<file path="src/rtl/ex_mem_wb_pipeline_pkg.sv">
// Shared types for the EX/MEM/WB back half of the pipeline.
// ALU opcodes, forward-select encoding and the pipeline register bundles.
package ex_mem_wb_pipeline_pkg;

  localparam int XLEN = 64;
  localparam int RLEN = 5;

  localparam logic [RLEN-1:0] XZR = 5'd31;

  localparam logic [2:0] ALU_ADD = 3'b000;
  localparam logic [2:0] ALU_SUB = 3'b001;
  localparam logic [2:0] ALU_AND = 3'b010;
  localparam logic [2:0] ALU_ORR = 3'b011;
  localparam logic [2:0] ALU_EOR = 3'b100;
  localparam logic [2:0] ALU_PSB = 3'b101;
  localparam logic [2:0] ALU_LSL = 3'b110;
  localparam logic [2:0] ALU_LSR = 3'b111;

  typedef enum logic [1:0] {
    FWD_ID  = 2'd0,
    FWD_MEM = 2'd1,
    FWD_WB  = 2'd2
  } fwdSel_e;

  typedef struct packed {
    logic [XLEN-1:0] aluResult;
    logic [XLEN-1:0] storeData;
    logic [RLEN-1:0] rd;
    logic            memRead;
    logic            memWrite;
    logic            memtoReg;
    logic            regWrite;
  } exMem_t;

  typedef struct packed {
    logic [XLEN-1:0] readData;
    logic [XLEN-1:0] aluResult;
    logic [RLEN-1:0] rd;
    logic            memtoReg;
    logic            regWrite;
  } memWb_t;

endpackage

</file>
<file path="src/rtl/ex_mem_wb_pipeline_forwarding_unit.sv">
// Operand forward selection for the EX stage.
// MEM wins over WB; XZR is never a forwarding source.
module ex_mem_wb_pipeline_forwarding_unit
  import ex_mem_wb_pipeline_pkg::*;
(
  input  logic [RLEN-1:0] srcA,
  input  logic [RLEN-1:0] srcB,
  input  logic [RLEN-1:0] rdMem,
  input  logic            regWriteMem,
  input  logic [RLEN-1:0] rdWb,
  input  logic            regWriteWb,
  output fwdSel_e         fwdA,
  output fwdSel_e         fwdB
);

  function automatic fwdSel_e pick(
    input logic [RLEN-1:0] src,
    input logic [RLEN-1:0] rdM,
    input logic            weM,
    input logic [RLEN-1:0] rdW,
    input logic            weW
  );
    fwdSel_e sel;
    sel = FWD_ID;
    if (weM && (rdM != XZR) && (rdM == src)) begin
      sel = FWD_MEM;
    end else if (weW && (rdW != XZR) && (rdW == src)) begin
      sel = FWD_WB;
    end
    return sel;
  endfunction

  // Select the freshest producer for each operand
  always_comb begin
    fwdA = pick(srcA, rdMem, regWriteMem, rdWb, regWriteWb);
    fwdB = pick(srcB, rdMem, regWriteMem, rdWb, regWriteWb);
  end

endmodule

</file>
<file path="src/rtl/ex_mem_wb_pipeline.sv">
// EX, MEM and WB stages: forwarding, ALU, EX/MEM and MEM/WB registers.
// Drives the data-memory port and returns the write-back triple.
module ex_mem_wb_pipeline
  import ex_mem_wb_pipeline_pkg::*;
(
  input  logic            clk,
  input  logic            Reset,
  input  logic            ALUSrc_Ex,
  input  logic            MemRead_Ex,
  input  logic            MemWrite_Ex,
  input  logic            MemtoReg_Ex,
  input  logic            RegWrite_Ex,
  input  logic [2:0]      ALUOp_Ex,
  input  logic [RLEN-1:0] Rd_Ex,
  input  logic [RLEN-1:0] Rn_Ex,
  input  logic [RLEN-1:0] Rm_Ex,
  input  logic [XLEN-1:0] SignExt_Ex,
  input  logic [XLEN-1:0] ReadData1_Ex,
  input  logic [XLEN-1:0] ReadData2_Ex,
  output logic [XLEN-1:0] mem_addr,
  output logic [XLEN-1:0] mem_wdata,
  output logic            mem_read,
  output logic            mem_write,
  input  logic [XLEN-1:0] mem_rdata,
  output logic            Zero_Ex,
  output logic [RLEN-1:0] Rd_Mem,
  output logic [RLEN-1:0] Rd_WB,
  output logic            RegWrite_Mem,
  output logic            RegWrite_WB,
  output logic [XLEN-1:0] RegWriteData_WB
);

  exMem_t          exMem;
  memWb_t          memWb;
  fwdSel_e         fwdA;
  fwdSel_e         fwdB;
  logic [RLEN-1:0] srcB;
  logic [XLEN-1:0] wbData;
  logic [XLEN-1:0] opA;
  logic [XLEN-1:0] opB;
  logic [XLEN-1:0] aluB;
  logic [XLEN-1:0] aluResult;

  // Stores read Rt through the Rd field
  assign srcB = MemWrite_Ex ? Rd_Ex : Rm_Ex;

  assign wbData = memWb.memtoReg ? memWb.readData
                                 : memWb.aluResult;

  ex_mem_wb_pipeline_forwarding_unit uFwd (
    .srcA        (Rn_Ex),
    .srcB        (srcB),
    .rdMem       (exMem.rd),
    .regWriteMem (exMem.regWrite),
    .rdWb        (memWb.rd),
    .regWriteWb  (memWb.regWrite),
    .fwdA        (fwdA),
    .fwdB        (fwdB)
  );

  // Operand A forward mux
  always_comb begin
    unique case (fwdA)
      FWD_MEM: opA = exMem.aluResult;
      FWD_WB:  opA = wbData;
      default: opA = ReadData1_Ex;
    endcase
  end

  // Operand B forward mux, also the store data
  always_comb begin
    unique case (fwdB)
      FWD_MEM: opB = exMem.aluResult;
      FWD_WB:  opB = wbData;
      default: opB = ReadData2_Ex;
    endcase
  end

  assign aluB = ALUSrc_Ex ? SignExt_Ex : opB;

  // ALU: modulo-2^64 arithmetic, logic and shifts by B[5:0]
  always_comb begin
    unique case (ALUOp_Ex)
      ALU_ADD: aluResult = opA + aluB;
      ALU_SUB: aluResult = opA - aluB;
      ALU_AND: aluResult = opA & aluB;
      ALU_ORR: aluResult = opA | aluB;
      ALU_EOR: aluResult = opA ^ aluB;
      ALU_PSB: aluResult = aluB;
      ALU_LSL: aluResult = opA << aluB[5:0];
      ALU_LSR: aluResult = opA >> aluB[5:0];
      default: aluResult = '0;
    endcase
  end

  assign Zero_Ex = (aluResult == '0);

  // EX/MEM and MEM/WB registers; reset discards in-flight work
  always_ff @(posedge clk) begin
    if (Reset) begin
      exMem <= '0;
      memWb <= '0;
    end else begin
      exMem <= '{
        aluResult: aluResult,
        storeData: opB,
        rd:        Rd_Ex,
        memRead:   MemRead_Ex,
        memWrite:  MemWrite_Ex,
        memtoReg:  MemtoReg_Ex,
        regWrite:  RegWrite_Ex
      };
      memWb <= '{
        readData:  mem_rdata,
        aluResult: exMem.aluResult,
        rd:        exMem.rd,
        memtoReg:  exMem.memtoReg,
        regWrite:  exMem.regWrite
      };
    end
  end

  assign mem_addr        = exMem.aluResult;
  assign mem_wdata       = exMem.storeData;
  assign mem_read        = exMem.memRead;
  assign mem_write       = exMem.memWrite;
  assign Rd_Mem          = exMem.rd;
  assign RegWrite_Mem    = exMem.regWrite;
  assign Rd_WB           = memWb.rd;
  assign RegWrite_WB     = memWb.regWrite;
  assign RegWriteData_WB = wbData;

endmodule

</file>
<file path="config.mk">
export PLATFORM = sky130hd
export DESIGN_NAME = ex_mem_wb_pipeline
export DESIGN_NICKNAME = d
export VERILOG_FILES = /design/src/rtl/ex_mem_wb_pipeline_pkg.sv /design/src/rtl/ex_mem_wb_pipeline_forwarding_unit.sv /design/src/rtl/ex_mem_wb_pipeline.sv
export SDC_FILE = /design/constraint.sdc
export NUM_CORES = 2
export LEC_CHECK = 0
export BUFFER_PORTS_ARGS = -buffer_cell sky130_fd_sc_hd__buf_4
export CORE_ASPECT_RATIO = 0.8
export CORE_UTILIZATION = 31
export DETAILED_ROUTE_END_ITERATION = 12
export GPL_TIMING_DRIVEN = 1
export PLACE_DENSITY = 0.48
export SYNTH_ARGS = -nofsm -noshare
export SYNTH_HDL_FRONTEND = slang
export SYNTH_SLANG_ARGS = --single-unit
</file>
<file path="constraint.sdc">
create_clock -name clk -period 31.2 [get_ports clk]
set_clock_uncertainty 0.1 [all_clocks]
set_input_delay 6.24 -clock clk [delete_from_list [all_inputs] [get_ports clk]]
set_output_delay 6.24 -clock clk [all_outputs]
set_load 0.05 [all_outputs]
</file>
==> reports/metrics.yaml <==
status: "complete, no violations"
cts_buffers: 28
grt_pass1_vias: 35800
globalplace.congestion: 1.09
clock-sinks: 272
slew_headroom_pct: 11.6
drc: 0
core_sq_um: 101000
cts_root_buf: "clkbuf_16"
ant_nets: 0
seq_area_frac_synth_pct: 17.2
pin_count: 488
grt_usage_pct: 41.6
area_delta_synth_final_pct: 17.4
syn_area_sq_um: 31600
place_worst_setup_slack_ns: 7.20
cts_tree: "built"
synthFlopType: "dfxtp_1"
antenna_found_initial: 10
drive_gt1_share_pct: 19.2
syn_inst: 4432
power_density_nw_per_um2: 45.9
hpwl_um: 177000
cp_slowest_cell: "a2111oi_0"
cp-startpoint: "MemWrite_Ex"
synth_edf_count: 0
crit_family: "simple AND/OR/NAND/NOR gates"
crit_arrival_ns: 18.26
r2r_cells: 32
postCtsHoldBufs: 0
period_minus_slack_ns: 24.60
rsz0062_at_grt: "no"
htreeDepth: 1
wl_per_cell_um: 37.5
vdd_drop_max_uv: 36.8
setup-violations-final: 0
p_leak_nw: 15.4
start_util_pct: 31.3
r2r_end: "mem_addr[63]"
hold_depth: 1
post_cts.resized_instances: 0
whs_endpoint: "memWb[1]"
rows: 104
nNetsFinal: 5117
cp-start-kind: "input pin"
grt_pass1_wl_um: 304000
p_total_mw: 1.70
fin_crit_sh_pct: 78.8
clockBufferDepth: 3
dieHeight_um: 288
hold_path.class: "reg2reg"
slew_viol_final: 0
postCtsSetupBuffers: 0
path_class: "in2out"
rrSetupSlack_ns: 19.73
dr.pass1.iters: 6
worst_pin_slew_ns: 1.33
vias_per_cell: 6.45
fmax_ghz: 0.0407
syn-num-nets: 4915
crit_fanout: 45
cp-end-kind: "output pin"
maxCapViolCount: 0
utilization_pct: 36.8
clkTransAtPathRegs_ns: 0.07
slowest_delay_ns: 0.89
dieArea_sq_um: 103000
worstReg2RegStart: "Rd_Mem[4]"
required_ns: 24.86
ys_types: 96
synth_warnings: 0
vias: 38600
drt_iter0_drc: 5667
drt-total-wl_um: 224000
grt_max_degree: 168
grt_overflow: 0
synthArstFlopShare_pct: 0
n_fill_cell: 11000
die-width_um: 359
clk_latency_ns: 0.61
hold_viol: 0
finalWorstSetupSlack_ns: 6.60
avgSynthCellArea_sq_um: 7.13
min_from: "exMem[1]"
numPortBuffers: 487
cp_num_buf_inv: 6
yosys_register_bits: 272
tns_ns: 0
==> where the power goes <==
part	switching, mW	total [mW]	internal, mW
Combinational	0.646	0.919	0.273
Sequential	0.0294	0.403	0.374
Clock	0.167	0.381	0.213
Total	0.842	1.70	0.860
==> cell type report <==
cell class | instances | area, sq um | area share [%]
Clock inverter | 14 | 189 | 0.509
Inverter | 193 | 727 | 1.96
Tap cell | 1325 | 1660 | 4.47
Sequential cell | 272 | 5450 | 14.7
Antenna cell | 3 | 7.51 | 0.0202
Clock buffer | 37 | 796 | 2.14
Multi-Input combinational cell | 3474 | 23200 | 62.7
Timing Repair Buffer | 665 | 5020 | 13.5
==> metal layers <==
metal	global-route usage, %	wire length, um	vias to the layer above
li1	-	-	16500
met1	55.6	95400	18900
met2	62.6	93000	2574
met3	8.15	20800	558
met4	23.0	15000	10
met5	0	80	-
==> flip-flops by register name, summed over array words and instances, names as in the netlist <==
name          flops
Rd_Mem            5
mem_addr         64
mem_wdata        64
mem_read          1
RegWrite_WB       1
Rd_WB             5
mem_write         1
exMem             1
RegWrite_Mem      1
memWb           129
==> cells by family (layout without fill, tap and decap cells) <==
logic type               after synthesis  in the layout  share of synthesized area (%)
XOR/XNOR                             134            134                           3.71
other                                  0              3                              0
adder cells (fa/ha/maj)              202            202                           8.02
multiplexers                         259            259                           8.52
buffers and inverters                686            909                           10.1
AND/OR/NAND/NOR                     1432           1432                           21.8
AO/OA/AOI/OAI                       1447           1447                           30.6
flip-flops                           272            272                           17.2
==> worst max-delay path by stage <==
| stage | cells after the start | end | slack [ns] |
|---|---|---|---|
| finish | 36 | Zero_Ex | 6.60 |
| global route | 36 | Zero_Ex | 6.19 |
| detailed placement | 36 | Zero_Ex | 7.20 |
| global placement | 36 | Zero_Ex | 7.23 |
| CTS | 36 | Zero_Ex | 7.13 |
| floorplan | 38 | Zero_Ex | 9.78 |
==> layout by cell type (no fill, tap or decap), types with 55 or more instances in the layout <==
cell type | synthesis | routed
a21oi_1 | 314 | 314
a221oi_1 | 57 | 55
a31oi_1 | 79 | 79
buf_4 | 144 | 662
dfxtp_1 | 272 | 271
ha_1 | 201 | 201
inv_1 | 182 | 181
mux2_2 | 64 | 64
mux2i_1 | 192 | 190
nand2_1 | 400 | 397
nand3_1 | 96 | 95
nor2_1 | 385 | 373
nor2b_1 | 235 | 235
nor3_1 | 95 | 92
o211ai_1 | 82 | 82
o21ai_0 | 258 | 253
o22ai_1 | 113 | 112
o32ai_1 | 68 | 60
xnor2_1 | 103 | 102
==> through the flow <==
step	instance area (sq um)	instances	hold WS, ns
floorplan	31600	4432	0.314
global placement	36100	5929	0.328
detailed placement	36100	5929	0.332
CTS	37100	5980	0.344
global route	37100	5980	0.367
finish	37100	5983	0.339
==> cells in the mapped netlist, drive strengths merged (64+ instances only) <==
cell type    n  area share, %
nand2      402            4.8
nor2       385            4.6
a21oi      319            5.1
o21ai      302            4.8
dfxtp      272             17
clkbuf     263            3.1
nor2b      235            4.7
buf        230            4.7
ha         201            8.0
mux2i      195            6.2
inv        191            2.3
o22ai      113            2.2
xnor2      103            2.9
nor3        98            1.6
nand3       97            1.6
o211ai      82            1.9
a31oi       79            1.6
o32ai       69            1.9
mux2        64            2.3
Power figures use the tool's default switching activity.
